### config.mk
export PLATFORM = sky130hd
export DESIGN_NAME = uart_rx_ctrl_flat
export DESIGN_NICKNAME = d
export VERILOG_FILES = /design/src/rtl/uart_rx_ctrl_pkg.sv /design/src/rtl/uart_rx_ctrl_if.sv /design/src/rtl/uart_rx_ctrl_sync_fifo.sv /design/src/rtl/uart_rx_ctrl.sv /design/src/flat_wrapper.sv
export SDC_FILE = /design/constraint.sdc
export NUM_CORES = 1
export LEC_CHECK = 0
export CORE_MARGIN = 2
export CORE_UTILIZATION = 30
export CTS_CLUSTER_SIZE = 25
export DETAILED_ROUTE_END_ITERATION = 10
export PLACE_DENSITY = 0.5
export REMOVE_ABC_BUFFERS = 1
export SYNTH_ARGS = -nofsm -noshare
export SYNTH_HDL_FRONTEND = slang
export SYNTH_SLANG_ARGS = --single-unit
### constraint.sdc
create_clock -name clk -period 3.3 [get_ports clk]
set_input_delay 0.33 -clock clk [delete_from_list [all_inputs] [get_ports clk]]
set_output_delay 0.33 -clock clk [all_outputs]
set_load 0.01 [all_outputs]
### src/rtl/uart_rx_ctrl_pkg.sv
// rtl/uart_rx_ctrl_pkg.sv - shared UART constants: IRQ enable bit indices, default timeout, level width
package uart_rx_ctrl_pkg;

    // Bit positions inside the 4-bit interrupt enable vector {err, ovr, to, lvl}
    localparam int IE_LVL = 0;
    localparam int IE_TO  = 1;
    localparam int IE_OVR = 2;
    localparam int IE_ERR = 3;

    // 4 characters x 11 bits x 16 oversample ticks
    localparam int DEF_TIMEOUT_TICKS = 704;

    // Level counters must represent 0..depth inclusive
    function automatic int level_width(input int depth);
        return $clog2(depth) + 1;
    endfunction

endpackage

### src/rtl/uart_rx_ctrl_if.sv
// rtl/uart_rx_ctrl_if.sv - receiver-to-controller character interface
// Signals: rx_data (received character), rx_ready (character strobe),
//          rx_busy (frame in progress), rx_error (parity/frame error flag).
// master: the UART receiver; slave: uart_rx_ctrl.
interface uart_rx_ctrl_if #(
    parameter int DATA_WIDTH = 8
);
    logic [DATA_WIDTH-1:0] rx_data;
    logic                  rx_ready;
    logic                  rx_busy;
    logic                  rx_error;

    modport master (output rx_data, rx_ready, rx_busy, rx_error);
    modport slave  (input  rx_data, rx_ready, rx_busy, rx_error);
endinterface

### src/rtl/uart_rx_ctrl_sync_fifo.sv
// rtl/uart_rx_ctrl_sync_fifo.sv - synchronous FIFO with zero-latency head (module uart_sync_fifo)
// Ports: clk, rst_n; push/push_data, pop; head (FIFO head, 0 when empty);
//        full, empty, level; push_ack/pop_ack report which requests were performed.
module uart_sync_fifo
    import uart_rx_ctrl_pkg::*;
#(
    parameter int DATA_WIDTH = 8,
    parameter int FIFO_DEPTH = 8,
    localparam int LW = level_width(FIFO_DEPTH),
    localparam int AW = $clog2(FIFO_DEPTH)
) (
    input  logic                  clk,
    input  logic                  rst_n,
    input  logic                  push,
    input  logic [DATA_WIDTH-1:0] push_data,
    input  logic                  pop,
    output logic [DATA_WIDTH-1:0] head,
    output logic                  full,
    output logic                  empty,
    output logic [LW-1:0]         level,
    output logic                  push_ack,
    output logic                  pop_ack
);

    logic [DATA_WIDTH-1:0] mem [FIFO_DEPTH];
    logic [AW-1:0]         wptr;
    logic [AW-1:0]         rptr;

    assign full  = (level == LW'(FIFO_DEPTH));
    assign empty = (level == '0);

    // A pop on an empty FIFO is ignored; a push on a full FIFO only
    // proceeds when a pop frees the head slot in the same cycle.
    assign pop_ack  = pop & ~empty;
    assign push_ack = push & (~full | pop_ack);

    // Pointers are exactly AW bits wide, so they wrap modulo FIFO_DEPTH.
    always_ff @(posedge clk or negedge rst_n) begin
        if (!rst_n) begin
            wptr  <= '0;
            rptr  <= '0;
            level <= '0;
        end else begin
            if (push_ack) wptr <= wptr + AW'(1);
            if (pop_ack)  rptr <= rptr + AW'(1);
            if (push_ack && !pop_ack)      level <= level + LW'(1);
            else if (!push_ack && pop_ack) level <= level - LW'(1);
        end
    end

    always_ff @(posedge clk) begin
        if (push_ack) mem[wptr] <= push_data;
    end

    // Forced to zero when empty so the head reads 0 out of reset.
    assign head = empty ? '0 : mem[rptr];

endmodule

### src/rtl/uart_rx_ctrl.sv
// rtl/uart_rx_ctrl.sv - UART receive controller: RX FIFO, sticky errors, char timeout, IRQ
// Ports: clk, rst_n (async active-low); baud_en_16x oversample tick;
//        rx (receiver interface, slave); rx_en receive enable;
//        rd_en / rd_data / rx_empty / rx_full / rx_level register-side FIFO access;
//        thresh, ie interrupt threshold and enables {err, ovr, to, lvl};
//        err_clr clears parity_err/frame_err/overrun_err; timeout; irq.
module uart_rx_ctrl
    import uart_rx_ctrl_pkg::*;
#(
    parameter int DATA_WIDTH    = 8,
    parameter int FIFO_DEPTH    = 8,
    parameter int TIMEOUT_TICKS = DEF_TIMEOUT_TICKS,
    localparam int LW = level_width(FIFO_DEPTH),
    localparam int TW = $clog2(TIMEOUT_TICKS)
) (
    input  logic                  clk,
    input  logic                  rst_n,
    input  logic                  baud_en_16x,
    uart_rx_ctrl_if.slave         rx,
    input  logic                  rx_en,
    input  logic                  rd_en,
    output logic [DATA_WIDTH-1:0] rd_data,
    output logic                  rx_empty,
    output logic                  rx_full,
    output logic [LW-1:0]         rx_level,
    input  logic [LW-1:0]         thresh,
    input  logic [3:0]            ie,
    input  logic                  err_clr,
    output logic                  parity_err,
    output logic                  frame_err,
    output logic                  overrun_err,
    output logic                  timeout,
    output logic                  irq
);

    localparam logic [TW-1:0] TO_MAX = TW'(TIMEOUT_TICKS - 1);

    logic          push_req;
    logic          push_ack;
    logic          pop_ack;
    logic          err_q;
    logic          parity_set;
    logic          frame_set;
    logic          overrun_set;
    logic          activity;
    logic [TW-1:0] to_cnt;
    logic          irq_next;

    assign push_req = rx_en & rx.rx_ready;

    uart_sync_fifo #(
        .DATA_WIDTH (DATA_WIDTH),
        .FIFO_DEPTH (FIFO_DEPTH)
    ) u_fifo (
        .clk       (clk),
        .rst_n     (rst_n),
        .push      (push_req),
        .push_data (rx.rx_data),
        .pop       (rd_en),
        .head      (rd_data),
        .full      (rx_full),
        .empty     (rx_empty),
        .level     (rx_level),
        .push_ack  (push_ack),
        .pop_ack   (pop_ack)
    );

    // rx_error alongside rx_ready flags a parity error on a delivered
    // character; a fresh rx_error with no character is a framing error.
    assign parity_set  = rx_en & rx.rx_ready & rx.rx_error;
    assign frame_set   = rx_en & rx.rx_error & ~err_q & ~rx.rx_ready;
    // A simultaneous pop frees the slot, so full-with-pop is not an overrun.
    assign overrun_set = push_req & ~push_ack;

    assign activity = push_ack | pop_ack;

    always_ff @(posedge clk or negedge rst_n) begin
        if (!rst_n) begin
            err_q       <= 1'b0;
            parity_err  <= 1'b0;
            frame_err   <= 1'b0;
            overrun_err <= 1'b0;
        end else begin
            err_q       <= rx.rx_error;
            // Set term is ORed last so an event in the clear cycle wins.
            parity_err  <= parity_set  | (parity_err  & ~err_clr);
            frame_err   <= frame_set   | (frame_err   & ~err_clr);
            overrun_err <= overrun_set | (overrun_err & ~err_clr);
        end
    end

    // Idle-character timeout: counts oversample ticks while data sits in
    // the FIFO untouched and the receiver is quiet; saturates at TO_MAX.
    always_ff @(posedge clk or negedge rst_n) begin
        if (!rst_n) begin
            to_cnt  <= '0;
            timeout <= 1'b0;
        end else begin
            if (activity || rx.rx_busy || rx_empty)
                to_cnt <= '0;
            else if (baud_en_16x && to_cnt != TO_MAX)
                to_cnt <= to_cnt + TW'(1);

            // rx_busy alone restarts the count but leaves a raised flag set.
            if (activity || rx_empty)
                timeout <= 1'b0;
            else if (to_cnt == TO_MAX)
                timeout <= 1'b1;
        end
    end

    always_comb begin
        irq_next = 1'b0;
        if (ie[IE_LVL] && (rx_level >= thresh) && (thresh != '0)) irq_next = 1'b1;
        if (ie[IE_TO]  && timeout)                                irq_next = 1'b1;
        if (ie[IE_OVR] && overrun_err)                            irq_next = 1'b1;
        if (ie[IE_ERR] && (parity_err || frame_err))              irq_next = 1'b1;
    end

    always_ff @(posedge clk or negedge rst_n) begin
        if (!rst_n) irq <= 1'b0;
        else        irq <= irq_next;
    end

endmodule

### src/flat_wrapper.sv
// flat-port wrapper written by rule: the top's interface ports become plain ports
module uart_rx_ctrl_flat import uart_rx_ctrl_pkg::*;
#(
    parameter int DATA_WIDTH    = 8,
    parameter int FIFO_DEPTH    = 8,
    parameter int TIMEOUT_TICKS = DEF_TIMEOUT_TICKS,
    localparam int LW = level_width(FIFO_DEPTH),
    localparam int TW = $clog2(TIMEOUT_TICKS)
)
  (clk, rst_n, baud_en_16x, rx_en, rd_en, rd_data, rx_empty, rx_full, rx_level, thresh, ie, err_clr, parity_err, frame_err, overrun_err, timeout, irq, rx_rx_data, rx_rx_ready, rx_rx_busy, rx_rx_error);
  uart_rx_ctrl_if #(.DATA_WIDTH(DATA_WIDTH)) rx_i ();
  input  logic clk;
  input  logic rst_n;
  input  logic baud_en_16x;
  input  logic rx_en;
  input  logic rd_en;
  output logic [DATA_WIDTH-1:0] rd_data;
  output logic rx_empty;
  output logic rx_full;
  output logic [LW-1:0] rx_level;
  input  logic [LW-1:0] thresh;
  input  logic [3:0] ie;
  input  logic err_clr;
  output logic parity_err;
  output logic frame_err;
  output logic overrun_err;
  output logic timeout;
  output logic irq;
  input wire logic [$bits(rx_i.rx_data)-1:0] rx_rx_data;
  input wire logic [$bits(rx_i.rx_ready)-1:0] rx_rx_ready;
  input wire logic [$bits(rx_i.rx_busy)-1:0] rx_rx_busy;
  input wire logic [$bits(rx_i.rx_error)-1:0] rx_rx_error;
  assign rx_i.rx_data = rx_rx_data;
  assign rx_i.rx_ready = rx_rx_ready;
  assign rx_i.rx_busy = rx_rx_busy;
  assign rx_i.rx_error = rx_rx_error;
  uart_rx_ctrl #(.DATA_WIDTH(DATA_WIDTH), .FIFO_DEPTH(FIFO_DEPTH), .TIMEOUT_TICKS(TIMEOUT_TICKS)) u_core (.clk(clk), .rst_n(rst_n), .baud_en_16x(baud_en_16x), .rx(rx_i), .rx_en(rx_en), .rd_en(rd_en), .rd_data(rd_data), .rx_empty(rx_empty), .rx_full(rx_full), .rx_level(rx_level), .thresh(thresh), .ie(ie), .err_clr(err_clr), .parity_err(parity_err), .frame_err(frame_err), .overrun_err(overrun_err), .timeout(timeout), .irq(irq));
endmodule
==> impl_metrics.json <==
{
  "relSlewSlack": 0.5734,
  "ys_top_cells_by_area": "edfxtp_1 49%, dfrtp_1 16%, mux4_2 9.1%",
  "arrival_ps": 2930,
  "synth.distinct_cells": 50,
  "hp-class": "primary input to asynchronous set/reset pin",
  "skew_ps": 7.858,
  "hold_buffers": 0,
  "utilization": 0.3854,
  "async_flop_share": 0.2889,
  "drv_cap": 0,
  "crit_path_start_kind": "flip-flop",
  "cts_buffer_depth": 2,
  "layout-drive-gt1-share": 0.1635,
  "setup_tns_ps": 0,
  "met2_usage": 0.1835,
  "yosysSeqAreaShare": 0.6517,
  "avgViaCountPerCell": 4.706,
  "io_buffers": 43,
  "hold_violations": 0,
  "vdd_drop_max_mv": 0.2508,
  "clk-insertion-delay-late_ps": 340,
  "syn_to_final_growth_pct": 24.22,
  "synthMuxAreaShare": 0.1261,
  "slew_viol_final": 0,
  "cts.sinks": 90,
  "fin_crit_ps": 2699,
  "grt_busiest_layer": "met2",
  "tightest_slew_ps": 640.0,
  "drt_iter0_drc": 123,
  "yosysMostFrequentCell": "edfxtp_1",
  "drc": 0,
  "synth_area_mm2": 0.003948,
  "synthXorXnorAreaFrac": 0.02441,
  "cts_setup_buffers": 0,
  "core_mm2": 0.01272,
  "synth-adder-area-share": 0.03994,
  "totalWireLength_um": 7772,
  "clk_pin_slew_ps": 60,
  "post-dp-hpwl_um": 5070,
  "dieWidth_um": 118.7,
  "synth_edf_count": 64,
  "worstPathMaxFanout": 7,
  "clockRootBuffer": "clkbuf_16",
  "path_class": "flip-flop to flip-flop",
  "grt_pass1_vias": 2359,
  "grt_max_degree": 27,
  "postRouteAntennaNets": 0,
  "rsz0062_at_grt": "false",
  "firstDrtPassIters": 4,
  "postSynthAreaPerCell_um2": 15.48,
  "p_leak_nw": 1.755,
  "start_util": 0.3103,
  "placed_cells": 474,
  "antenna_found_initial": 0,
  "status": "complete, no violations",
  "htreeDepth": 3,
  "synth_simple_gate_area_frac": 0.09033,
  "cp-end-kind": "flip-flop",
  "clock.fmax_mhz": 370.5,
  "placement.cell_area_mm2": 0.004634,
  "synth.top_cells.by_count": "64 x edfxtp_1, 26 x dfrtp_1, 21 x nor2_1",
  "yosysWarnings": 0,
  "vias": 2306,
  "critPathRequiredTime_ps": 3530,
  "synth_top_family_by_area": "multiplexers",
  "synth-seq-cells": 90,
  "synthCells": 255,
  "synthFlopType": "edfxtp_1",
  "boundaryPins": 44,
  "dieArea_mm2": 0.01409,
  "met3_usage": 0.03523,
  "synth_compound_area_frac": 0.04311,
  "grt-ovfl-total": 0,
  "cts_buffers": 9,
  "fin_nets": 350,
  "n_antenna_cell": 0,
  "place.gp.congestion": 0.7387,
  "yosysTopAreaCellShare": 0.4868,
  "fin_area_mm2": 0.004903,
  "holdWs_ps": 362.7,
  "setup_viol": 0,
  "grt_pass1_wl_um": 12460,
  "wire_per_inst_um": 15.86,
  "yosysTopAreaCell": "edfxtp_1",
  "min_period_over_period": 0.8179,
  "final_cells": 490,
  "placement_rows": 41,
  "ff2ff_setup_slack_ps": 600,
  "cts-resized-gates": 0,
  "cts_tree": "done",
  "groute.usage.overall": 0.1168,
  "met1_usage": 0.1537,
  "fp.dieH_um": 118.7,
  "p_per_area_mw_per_mm2": 738.5
}
==> where the power goes <==
| group | total [W] | switching (W) | internal, W |
|---|---|---|---|
| Clock | 0.000926 | 0.000420 | 0.000506 |
| Sequential | 0.00151 | 0.000162 | 0.00135 |
| Combinational | 0.00119 | 0.000518 | 0.000668 |
==> per-stage QoR <==
stage,power [W],worst slack [ps]
3_3_place_gp,0.002738,584.5
3_5_place_dp,0.002748,504.0
6_report,0.003621,601.0
2_1_floorplan,0.002216,758.8
5_1_grt,0.003843,423.3
4_1_cts,0.003688,564.9
==> kinds of logic after synthesis <==
family / Yosys count
XOR/XNOR: 11
AO/OA/AOI/OAI: 26
buffers and inverters: 20
flip-flops: 90
AND/OR/NAND/NOR: 67
adder cells (fa/ha/maj): 12
multiplexers: 29
==> flip-flops by register name (all words and copies together) (netlist names) <==
name and count:
u_core.u_fifo.mem 64, u_core.to_cnt 10, u_core.u_fifo.level 4, u_core.u_fifo.rptr 3
u_core.u_fifo.wptr 3, u_core.err_q 1, u_core.frame_err 1, u_core.irq 1
u_core.overrun_err 1, u_core.parity_err 1, u_core.timeout 1
==> routing by layer <==
metal	up-vias	part of all wire
met2	59	0.48
li1	1089	-
met3	9	0.047
met5	-	0
met4	0	0.014
met1	1149	0.46
==> layout by cell type (no fill, tap or decap), drive strengths merged, types with 2 or more instances in the layout <==
cell type,instances
buf,11
dfrtp,26
nand2,14
a21oi,8
mux2,3
clkdlybuf4s50,43
a31oi,2
xnor2,8
mux2i,10
edfxtp,64
nand2b,3
nand4,3
clkinv,5
nor2,21
a211oi,2
a21o,2
nor3,7
nand3,8
clkbuf,9
o21ai,6
mux4,16
ha,11
clkinvlp,2
xor2,3
or4,2
inv,13
==> area by class of cell <==
type / instances / area [um^2]
Sequential cell: 90 / 2572
Clock inverter: 7 / 43.79
Tap cell: 172 / 215.2
Timing Repair Buffer: 54 / 513.0
Fill cell: 1240 / 7819
Multi-Input combinational cell: 145 / 1285
Clock buffer: 9 / 225.2
Inverter: 13 / 48.80
==> worst max-delay path, cell delays in order, from the launching register on <==
cell and delay [ps]:
dfrtp_1 490, or4_4 610, nand2_2 140, ha_1 260, inv_1 120, ha_1 280
a21o_1 210, a21oi_1 190, mux2i_1 90, a41o_1 200
==> final timing paths <==
| check | startpoint | to | depth (start not counted) |
|---|---|---|---|
| max in group asynchronous | rst_n | u_core.u_fifo.wptr[2] | 2 |
| worst max-delay path | u_core.u_fifo.level[1] | u_core.u_fifo.level[3] | 9 |
| worst max register to register | u_core.u_fifo.level[1] | u_core.u_fifo.level[3] | 9 |
| worst min register to register | u_core.u_fifo.rptr[0] | u_core.u_fifo.rptr[0] | 1 |
| min in group clk | rx_rx_error | u_core.err_q | 1 |
| worst min-delay path | rst_n | u_core.irq | 2 |
Power figures use the tool's default switching activity.
